**src/rtl/smi_tx_pkg.sv**
```systemverilog
// Shared constants and types for the SMI TX path: I/Q sync fields, idle sync word,
// serializer state encoding and the default frame width.
package smi_tx_pkg;

    localparam int unsigned WORD_W_DEFAULT = 32;

    localparam logic [1:0]  I_SYNC    = 2'b10;
    localparam logic [1:0]  Q_SYNC    = 2'b01;
    localparam logic [31:0] SYNC_WORD = 32'h0;

    typedef enum logic [1:0] {
        IDLE,
        FETCH,
        SHIFT
    } state_t;

endpackage

```
**src/rtl/smi_tx_word_check.sv**
```systemverilog
// Combinational I/Q frame validator: passes well-formed words (or the all-zero idle word)
// and substitutes the sync word for anything malformed.
module smi_tx_word_check
    import smi_tx_pkg::*;
#(
    parameter int unsigned WORD_W = WORD_W_DEFAULT
) (
    input  logic [WORD_W-1:0] word,
    output logic [WORD_W-1:0] checked,
    output logic              bad
);

    localparam logic [WORD_W-1:0] IDLE_WORD = WORD_W'(SYNC_WORD);

    always_comb begin
        bad = 1'b0;
        if (word != IDLE_WORD) begin
            bad = !((word[WORD_W-1 -: 2] == I_SYNC) &&
                    (word[WORD_W/2-1 -: 2] == Q_SYNC) &&
                    !word[0]);
        end
        checked = bad ? IDLE_WORD : word;
    end

endmodule

```
**src/rtl/smi_tx_serializer.sv**
```systemverilog
// Gapless MSB-first serializer between the SMI TX FIFO and the modem output register.
// `SMI_TX_TEST_PATTERN_EN adds i_test_mode, which replaces FIFO pops with an internal frame counter.
module smi_tx_serializer
    import smi_tx_pkg::*;
#(
    parameter int unsigned WORD_W = WORD_W_DEFAULT,
    parameter int unsigned CNT_W  = 8
) (
    input  logic              i_sys_clk,
    input  logic              i_rst,
    input  logic              i_enable,
`ifdef SMI_TX_TEST_PATTERN_EN
    input  logic              i_test_mode,
`endif
    input  logic              i_fifo_empty,
    output logic              o_fifo_pull,
    input  logic [WORD_W-1:0] i_fifo_data,
    output logic              o_tx_data,
    output logic              o_tx_active,
    output logic              o_frame_start,
    output logic [CNT_W-1:0]  o_sync_err_cnt,
    output logic [CNT_W-1:0]  o_underrun_cnt,
    input  logic              i_clr_cnt
);

    localparam int unsigned      BIT_W    = $clog2(WORD_W);
    localparam logic [BIT_W-1:0] LAST_BIT = BIT_W'(WORD_W - 1);

    state_t            state, state_n;
    logic [WORD_W-1:0] shreg, shreg_n, hold, hold_n;
    logic              hold_vld, hold_vld_n;
    logic [BIT_W-1:0]  bitcnt, bitcnt_n;
    logic              pull_q, pull_n, data_due;
    logic              tx_data_n, active_n, fstart_n;
    logic              err_inc, und_inc;
    logic              src_ready, pull_gate;
    logic [WORD_W-1:0] src_word, chk_word;
    logic              chk_bad;

`ifdef SMI_TX_TEST_PATTERN_EN
    logic        pat_sel, pat_due;
    logic [12:0] pat_cnt;

    assign src_ready = i_test_mode || !i_fifo_empty;
    assign pull_gate = !i_test_mode;
    assign src_word  = pat_due ? WORD_W'({I_SYNC, pat_cnt, 1'b0, Q_SYNC, ~pat_cnt, 1'b0})
                               : i_fifo_data;

    // Source selection travels with the pull so it lines up with the read-latency slot.
    always_ff @(posedge i_sys_clk) begin
        if (i_rst) begin
            pat_sel <= 1'b0;
            pat_due <= 1'b0;
            pat_cnt <= '0;
        end else begin
            if (pull_n) pat_sel <= i_test_mode;
            pat_due <= pull_q && pat_sel;
            if (pat_due) pat_cnt <= pat_cnt + 13'd1;
        end
    end
`else
    assign src_ready = !i_fifo_empty;
    assign pull_gate = 1'b1;
    assign src_word  = i_fifo_data;
`endif

    smi_tx_word_check #(.WORD_W(WORD_W)) u_check (
        .word    (src_word),
        .checked (chk_word),
        .bad     (chk_bad)
    );

    // bitcnt is the index of the bit currently on o_tx_data.
    always_comb begin
        state_n    = state;
        shreg_n    = shreg;
        hold_n     = hold;
        hold_vld_n = hold_vld;
        bitcnt_n   = bitcnt;
        pull_n     = 1'b0;
        tx_data_n  = 1'b0;
        active_n   = 1'b0;
        fstart_n   = 1'b0;
        err_inc    = 1'b0;
        und_inc    = 1'b0;
        case (state)
            IDLE: begin
                if (i_enable && src_ready) begin
                    pull_n  = 1'b1;
                    state_n = FETCH;
                end
            end
            FETCH: begin
                if (data_due) begin
                    tx_data_n = chk_word[WORD_W-1];
                    shreg_n   = {chk_word[WORD_W-2:0], 1'b0};
                    bitcnt_n  = LAST_BIT;
                    active_n  = 1'b1;
                    fstart_n  = 1'b1;
                    err_inc   = chk_bad;
                    state_n   = SHIFT;
                end
            end
            SHIFT: begin
                tx_data_n = shreg[WORD_W-1];
                shreg_n   = {shreg[WORD_W-2:0], 1'b0};
                bitcnt_n  = bitcnt - BIT_W'(1);
                active_n  = 1'b1;
                if (bitcnt == BIT_W'(3) && i_enable && src_ready) pull_n = 1'b1;
                if (bitcnt == BIT_W'(1) && data_due) begin
                    hold_n     = chk_word;
                    hold_vld_n = 1'b1;
                    err_inc    = chk_bad;
                end
                if (bitcnt == '0) begin
                    if (hold_vld) begin
                        tx_data_n  = hold[WORD_W-1];
                        shreg_n    = {hold[WORD_W-2:0], 1'b0};
                        bitcnt_n   = LAST_BIT;
                        fstart_n   = 1'b1;
                        hold_vld_n = 1'b0;
                    end else if (i_enable) begin
                        tx_data_n = 1'b0;
                        shreg_n   = '0;
                        bitcnt_n  = LAST_BIT;
                        fstart_n  = 1'b1;
                        und_inc   = 1'b1;
                    end else begin
                        tx_data_n = 1'b0;
                        active_n  = 1'b0;
                        shreg_n   = '0;
                        bitcnt_n  = '0;
                        state_n   = IDLE;
                    end
                end
            end
            default: state_n = IDLE;
        endcase
    end

    always_ff @(posedge i_sys_clk) begin
        if (i_rst) begin
            state          <= IDLE;
            shreg          <= '0;
            hold           <= '0;
            hold_vld       <= 1'b0;
            bitcnt         <= '0;
            pull_q         <= 1'b0;
            data_due       <= 1'b0;
            o_fifo_pull    <= 1'b0;
            o_tx_data      <= 1'b0;
            o_tx_active    <= 1'b0;
            o_frame_start  <= 1'b0;
            o_sync_err_cnt <= '0;
            o_underrun_cnt <= '0;
        end else begin
            state         <= state_n;
            shreg         <= shreg_n;
            hold          <= hold_n;
            hold_vld      <= hold_vld_n;
            bitcnt        <= bitcnt_n;
            pull_q        <= pull_n;
            data_due      <= pull_q;
            o_fifo_pull   <= pull_n && pull_gate;
            o_tx_data     <= tx_data_n;
            o_tx_active   <= active_n;
            o_frame_start <= fstart_n;
            if (i_clr_cnt) o_sync_err_cnt <= '0;
            else if (err_inc && o_sync_err_cnt != '1) o_sync_err_cnt <= o_sync_err_cnt + 1'b1;
            if (i_clr_cnt) o_underrun_cnt <= '0;
            else if (und_inc && o_underrun_cnt != '1) o_underrun_cnt <= o_underrun_cnt + 1'b1;
        end
    end

endmodule
```
**config.mk**
```make
export PLATFORM = sky130hd
export DESIGN_NAME = smi_tx_serializer
export DESIGN_NICKNAME = d
export VERILOG_FILES = /design/src/rtl/smi_tx_pkg.sv /design/src/rtl/smi_tx_word_check.sv /design/src/rtl/smi_tx_serializer.sv
export SDC_FILE = /design/constraint.sdc
export NUM_CORES = 1
export LEC_CHECK = 0
export BUFFER_PORTS_ARGS = -buffer_cell sky130_fd_sc_hd__buf_2
export CORE_AREA = 3 3 120 122
export CTS_CLUSTER_SIZE = 24
export DETAILED_ROUTE_END_ITERATION = 16
export DIE_AREA = 0 0 123 125
export SLEW_MARGIN = 10
export SYNTH_ARGS = -nofsm -noshare
export SYNTH_HDL_FRONTEND = slang
export SYNTH_SLANG_ARGS = --single-unit
```
**constraint.sdc**
```tcl
create_clock -name i_sys_clk -period 4.15 [get_ports i_sys_clk]
set_input_delay 0.2075 -clock i_sys_clk [delete_from_list [all_inputs] [get_ports i_sys_clk]]
set_output_delay 0.2075 -clock i_sys_clk [all_outputs]
set_load 0.05 [all_outputs]
```
* Word-level counts from Yosys, hierarchy flattened
Cells that the tools add are included.
** Word-level totals
- Latch bits :: 0
- Memories :: 0
- Flip-flop bits (word level) :: 93
- Output and inout port bits :: 20
- ROM bits :: 0
- Input port bits :: 37
- Memory bits (writable) :: 0
** Cells by class
- $add $sub $neg :: 3
- Multiply operators :: 0
- $lt $le $gt $ge :: 0
- Shifts and indexed selects :: 0
- Equality and inequality tests :: 13
- Muxes and demuxes :: 40
- Reduce and logical (&&, ||, !) cells :: 19
- Bitwise operators :: 0
- Div/mod/pow operators :: 0
** Operators with widths (number)
- $mux W32 :: 4
- $pmux W32 S2 :: 1
- $reduce_bool A32 Y1 :: 1
- $mux W5 :: 4
- $mux W1 :: 19
- $add A8 B1 Y8 const B :: 2
- $ne A8 B8 Y1 const B :: 2
- $mux W2 :: 5
- $ne A2 B2 Y1 const B :: 5
- $pmux W1 S2 :: 5
- $pmux W5 S2 :: 1
- $logic_and A1 B1 Y1 :: 8
- $pmux W2 S3 :: 1
- $eq A5 B1 Y1 const B :: 1
- $eq A5 B2 Y1 const B :: 1
- $logic_not A5 Y1 :: 1
- $reduce_and A5 Y1 :: 1
- $sub A5 B1 Y5 const B :: 1
- $eq A2 B1 Y1 const B :: 2
- $eq A2 B2 Y1 const B :: 2
- $reduce_and A2 Y1 :: 2
- $logic_not A1 Y1 :: 3
- $logic_not A2 Y1 :: 1
- $reduce_bool A2 Y1 :: 1
- $reduce_or A2 Y1 :: 1

* Logic depth before layout (Yosys ltp)
- Depth in word-level cells :: 8
- Depth in mapped cells :: 8
- Gate-level depth less buffers :: 7

* Cells and area by module
Synthesis repeated with hierarchy kept, for this count alone.
** Unflattened totals
- Cells, all modules :: 560
- Area, all modules :: 4564.4 um^2
** Modules (own cells, without submodules)
- smi_tx_serializer :: times used 1, area each 4252.8 um^2, cells an instance 512
- smi_tx_word_check :: times used 1, area each 311.5 um^2, cells an instance 48

* Worst setup path after synthesis
OpenSTA, ideal clock, no wires.
- Path type :: flip-flop to flip-flop
- From :: register bitcnt[1]
- To :: register o_sync_err_cnt[7]
- Stages on the path, launching flop included :: 8
- Required time :: 4.079 ns
- Path buffers :: 0
- Library setup time :: 0.071 ns
- Data arrival time :: 1.910 ns
- Period minus slack after synthesis :: 1.981 ns
- Path slack :: 2.169 ns
- Cell sequence :: dfxtp_1 -> inv_1 -> ha_1 -> or4b_4 -> a221oi_4 -> nand4_1 -> or3_1 -> a21oi_1
** On the way
- Word-level cells in the longest chain between the ends :: 5
** Ends and longest elaborated chain
- start, declared :: line smi_tx_serializer.sv:32 : logic [BIT_W-1:0] bitcnt, bitcnt_n;
- start signal, assigned :: line smi_tx_serializer.sv:161 : bitcnt <= bitcnt_n;
- $eq A5 B1 Y1 :: line smi_tx_serializer.sv:110 : if (bitcnt == BIT_W'(1) && data_due) begin
- $logic_and A1 B1 Y1 :: line smi_tx_serializer.sv:110
- $mux W1 :: line smi_tx_serializer.sv:110
- $pmux W1 S2 :: line smi_tx_serializer.sv:86 : case (state)
- $logic_and A1 B1 Y1 :: line smi_tx_serializer.sv:169 : else if (err_inc && o_sync_err_cnt != '1) o_sync_err_cnt <= o_sync_err_cnt + 1'b1;
- end signal, assigned :: line smi_tx_serializer.sv:169
- end, declared :: line smi_tx_serializer.sv:21 : output logic [CNT_W-1:0] o_sync_err_cnt,
Every way passes these cells.
A chain may end at the register's enable or synchronous reset.

* Worst setup path in the final report
- From :: register state[0]
- To :: register hold[20]
** On the way
- Word-level cells in the longest chain between the ends :: 2
** Ends and longest elaborated chain
- start, declared :: line smi_tx_serializer.sv:29 : state_t state, state_n;
- start signal, assigned :: line smi_tx_serializer.sv:157 : state <= state_n;
- $eq A2 B2 Y1 :: line smi_tx_serializer.sv:86
- $reduce_and A2 Y1 (no line)
- end signal, assigned :: line smi_tx_serializer.sv:159 : hold <= hold_n;
- end, declared :: line smi_tx_serializer.sv:30 : logic [WORD_W-1:0] shreg, shreg_n, hold, hold_n;
Every way passes these cells.

==> flow_summary.yaml <==
outcome:
  status: "finished clean"
placement:
  place_hpwl_microns: 7050
  io_buffer_count: 56
  pre_cts_ws_ps: 1790
  gp_congestion: 0.784
clocking:
  cts_buffers: 9
  clockRootBuffer: "clkbuf_16"
  htreeDepth: 3
  clk_pin_slew_ps: 70
  cts_tree: "yes"
  clockBufferDepth: 2
  cts_hold_buf: 0
  cts.sinks: 92
  post_cts_resized: 0
  postCtsSetupRepairBufs: 0
  clock_latency_ps: 350
cells_and_area:
  nets: 535
  syn_to_final_growth_pct: 17.7
  antenna_cells: 0
  drive_above_1_share_pct: 18.8
sta:
  rsz0062_at_grt: "no"
  worstMarginPinSlew_ps: 967
  finalSetupViolCount: 0
  slew_viol_final: 0
  finalSetupTns_ps: 0
  period_minus_slack_ps: 2390
  fmax_mhz: 419
  period_share_pct: 57.5
  timing.slew.headroom_pct: 35.5
  worst_clock_skew_ps: 7.49
  hold_violations: 0
  setup_ws_ps: 1760
power:
  p_int_w: 0.00169
  p_per_area_nw_per_um2: 488
  p_leak_nw: 1.81
  p_total_w: 0.00239
  p_comb_share_pct: 20.2
  power.clock.fraction_pct: 37.2
  seqPwrFrac_pct: 42.6
  p_sw_w: 0.000707
  swShare_pct: 29.5
  ir_drop_uv: 262
yosys:
  synth.distinct_cells: 46
  async_reset_ff_share_pct: 0
  syn_nets: 495
  synth-edff-count: 0
  synthCells: 449
  syn_avg_cell_area_sq_um: 9.27
  synth-main-ff-cell: "dfxtp_1"
  ys_warn_count: 0
  ys_seq_area_share_pct: 44.2
  ys_ff_latch: 92
  syn_area_sq_um: 4160
worst_hold_path:
  hold_depth: 2
  hp-class: "in2reg"
  hold_start: "i_fifo_data[10]"
  min_to: "hold[10]"
worst_setup_path:
  cp_max_fo: 19
  r2r-start: "state[0]"
  cpMaxStageDelayCell: "ha_1"
  r2r_end: "hold[20]"
  endpoint_kind: "register"
  crit_type: "reg2reg"
  crit_required_ps: 4440
  ff2ff_path_depth: 6
  startpoint_type: "register"
  cpPeakStageDelay_ps: 540
  arrival_ps: 2680
  crit_chain: "inv_1 > ha_1 > and4_1 > and3b_1 > buf_4 > a22o_1"
  reg2reg_slack_ps: 1760
global_route:
  grt_max_degree: 50
  grt_pass1_wl_microns: 18100
  antenna_found_initial: 0
  gr-total-overflow: 0
  first_global_vias: 3619
  grtUsageTotal_pct: 14.6
die:
  ios: 57
  core_sq_um: 13300
  die-area_sq_um: 15400
  die_h_microns: 125
  start_util_pct: 31.3
  rows: 42
  die_w_microns: 123
routing:
  antenna_left: 0
  wl_per_cell_microns: 16.1
  drtIter0Drc: 301
  dr.pass1.iters: 4
  vias_per_cell: 5.35
  dr_total_vias: 3583
  drc_errors: 0
  finalWirelength_microns: 10800
job:
  cap_violations: 0
## power by group through the flow
stage / sequential (W) / clock (W) / combinational, W
after floorplan: 0.00102 / 0 / 0.000352
after global placement: 0.00103 / 0 / 0.000466
after detailed placement: 0.00104 / 0 / 0.000479
after CTS: 0.00102 / 0.000917 / 0.000480
after global routing: 0.00103 / 0.000949 / 0.000545
final: 0.00102 / 0.000891 / 0.000483
## cell usage in the layout, fill, tap and decap left out, types with 4 or more instances in the layout
cell       Yosys  layout
a211oi_1      32      32
nor4_1         6       6
inv_1          7       7
nand2_1       12      12
clkbuf_16      0       9
buf_2          7      56
and2_1         7       7
nor2_1        49      49
nand4_1        4       4
mux2i_1        6       5
o21ai_0       11      11
buf_4          0      10
ha_1           9       9
a22o_1        26      26
or3_1          8       8
nand3_1       16      16
nand3b_1      29      29
and3_1         5       5
nor3_1        13      13
a221oi_1      29      29
dfxtp_1       92      92
a21oi_1       21      21
## per-layer routing
metal	track usage [%]	part of all wire (%)	up-vias
li1	-	-	1766
met1	18.9	47	1731
met2	23.7	47	74
met3	3.84	4.8	12
met4	4.89	1.6	0
met5	0	0	-
## through the flow
| step | util, % | hold slack [ps] | area (sq um) | std cells |
|---|---|---|---|---|
| finish | 36.9 | 100 | 4900 | 670 |
| global route | 36.9 | 100 | 4900 | 670 |
| CTS | 36.9 | 94.4 | 4900 | 670 |
| detailed placement | 34.4 | 445 | 4580 | 654 |
| global placement | 34.4 | 440 | 4580 | 654 |
| floorplan | - | 333 | 4160 | 449 |
## cell usage after synthesis (all sizes together), types with 6 or more instances
library cell | count | area [sq um]
a21oi | 21 | 105
mux2i | 6 | 60.1
clkbuf | 28 | 105
dfxtp | 92 | 1840
nor4 | 6 | 37.5
buf | 9 | 57.6
nor2 | 49 | 184
nand3b | 29 | 218
a22o | 26 | 228
inv | 7 | 26.3
a211oi | 32 | 240
ha | 9 | 113
a221oi | 30 | 280
nor3 | 14 | 75.1
nand3 | 16 | 80.1
o21ai | 11 | 55.1
or3 | 8 | 50.1
and2 | 7 | 43.8
nand2 | 12 | 45.0
## flip-flops by register name, summed over array words and instances, names as in the netlist
| register | flops |
|---|---|
| bitcnt | 5 |
| data_due | 1 |
| hold | 32 |
| hold_vld | 1 |
| o_frame_start | 1 |
| o_sync_err_cnt | 8 |
| o_tx_active | 1 |
| o_tx_data | 1 |
| o_underrun_cnt | 8 |
| pull_q | 1 |
| shreg | 31 |
| state | 2 |
## worst max path at each step
stage	from	endpoint	slack, ps
floorplan	bitcnt[1]	o_sync_err_cnt[7]	2170
global placement	state[0]	hold[20]	1900
detailed placement	state[0]	hold[27]	1790
CTS	state[0]	hold[27]	1800
global route	state[0]	hold[27]	1620
finish	state[0]	hold[20]	1760
## critical path, delay by kind of cell, from the launching register on
| kind | cells | cell delay (ps) |
|---|---|---|
| AND/OR/NAND/NOR | 2 | 900 |
| AO/OA/AOI/OAI | 1 | 160 |
| flip-flops | 1 | 330 |
| buffers and inverters | 2 | 410 |
| adder cells (fa/ha/maj) | 1 | 540 |
## cell families (layout without fill, tap and decap cells)
kind of cell	after synthesis	in the layout	share of synthesized area [%]
XOR/XNOR	4	4	0.842
AND/OR/NAND/NOR	163	163	21.6
adder cells (fa/ha/maj)	9	9	2.71
flip-flops	92	92	44.2
multiplexers	7	7	1.71
buffers and inverters	44	89	4.54
AO/OA/AOI/OAI	130	130	24.4
## cell type report
cell class	instances	area, sq um
fill	1351	8390
multi-input combinational	313	2140
sequential	92	1840
timing repair buffer	66	355
clock buffer	9	225
tap	176	220
clock inverter	7	96.3
inverter	7	26.3
No activity file was read; power rests on OpenSTA's default activity.
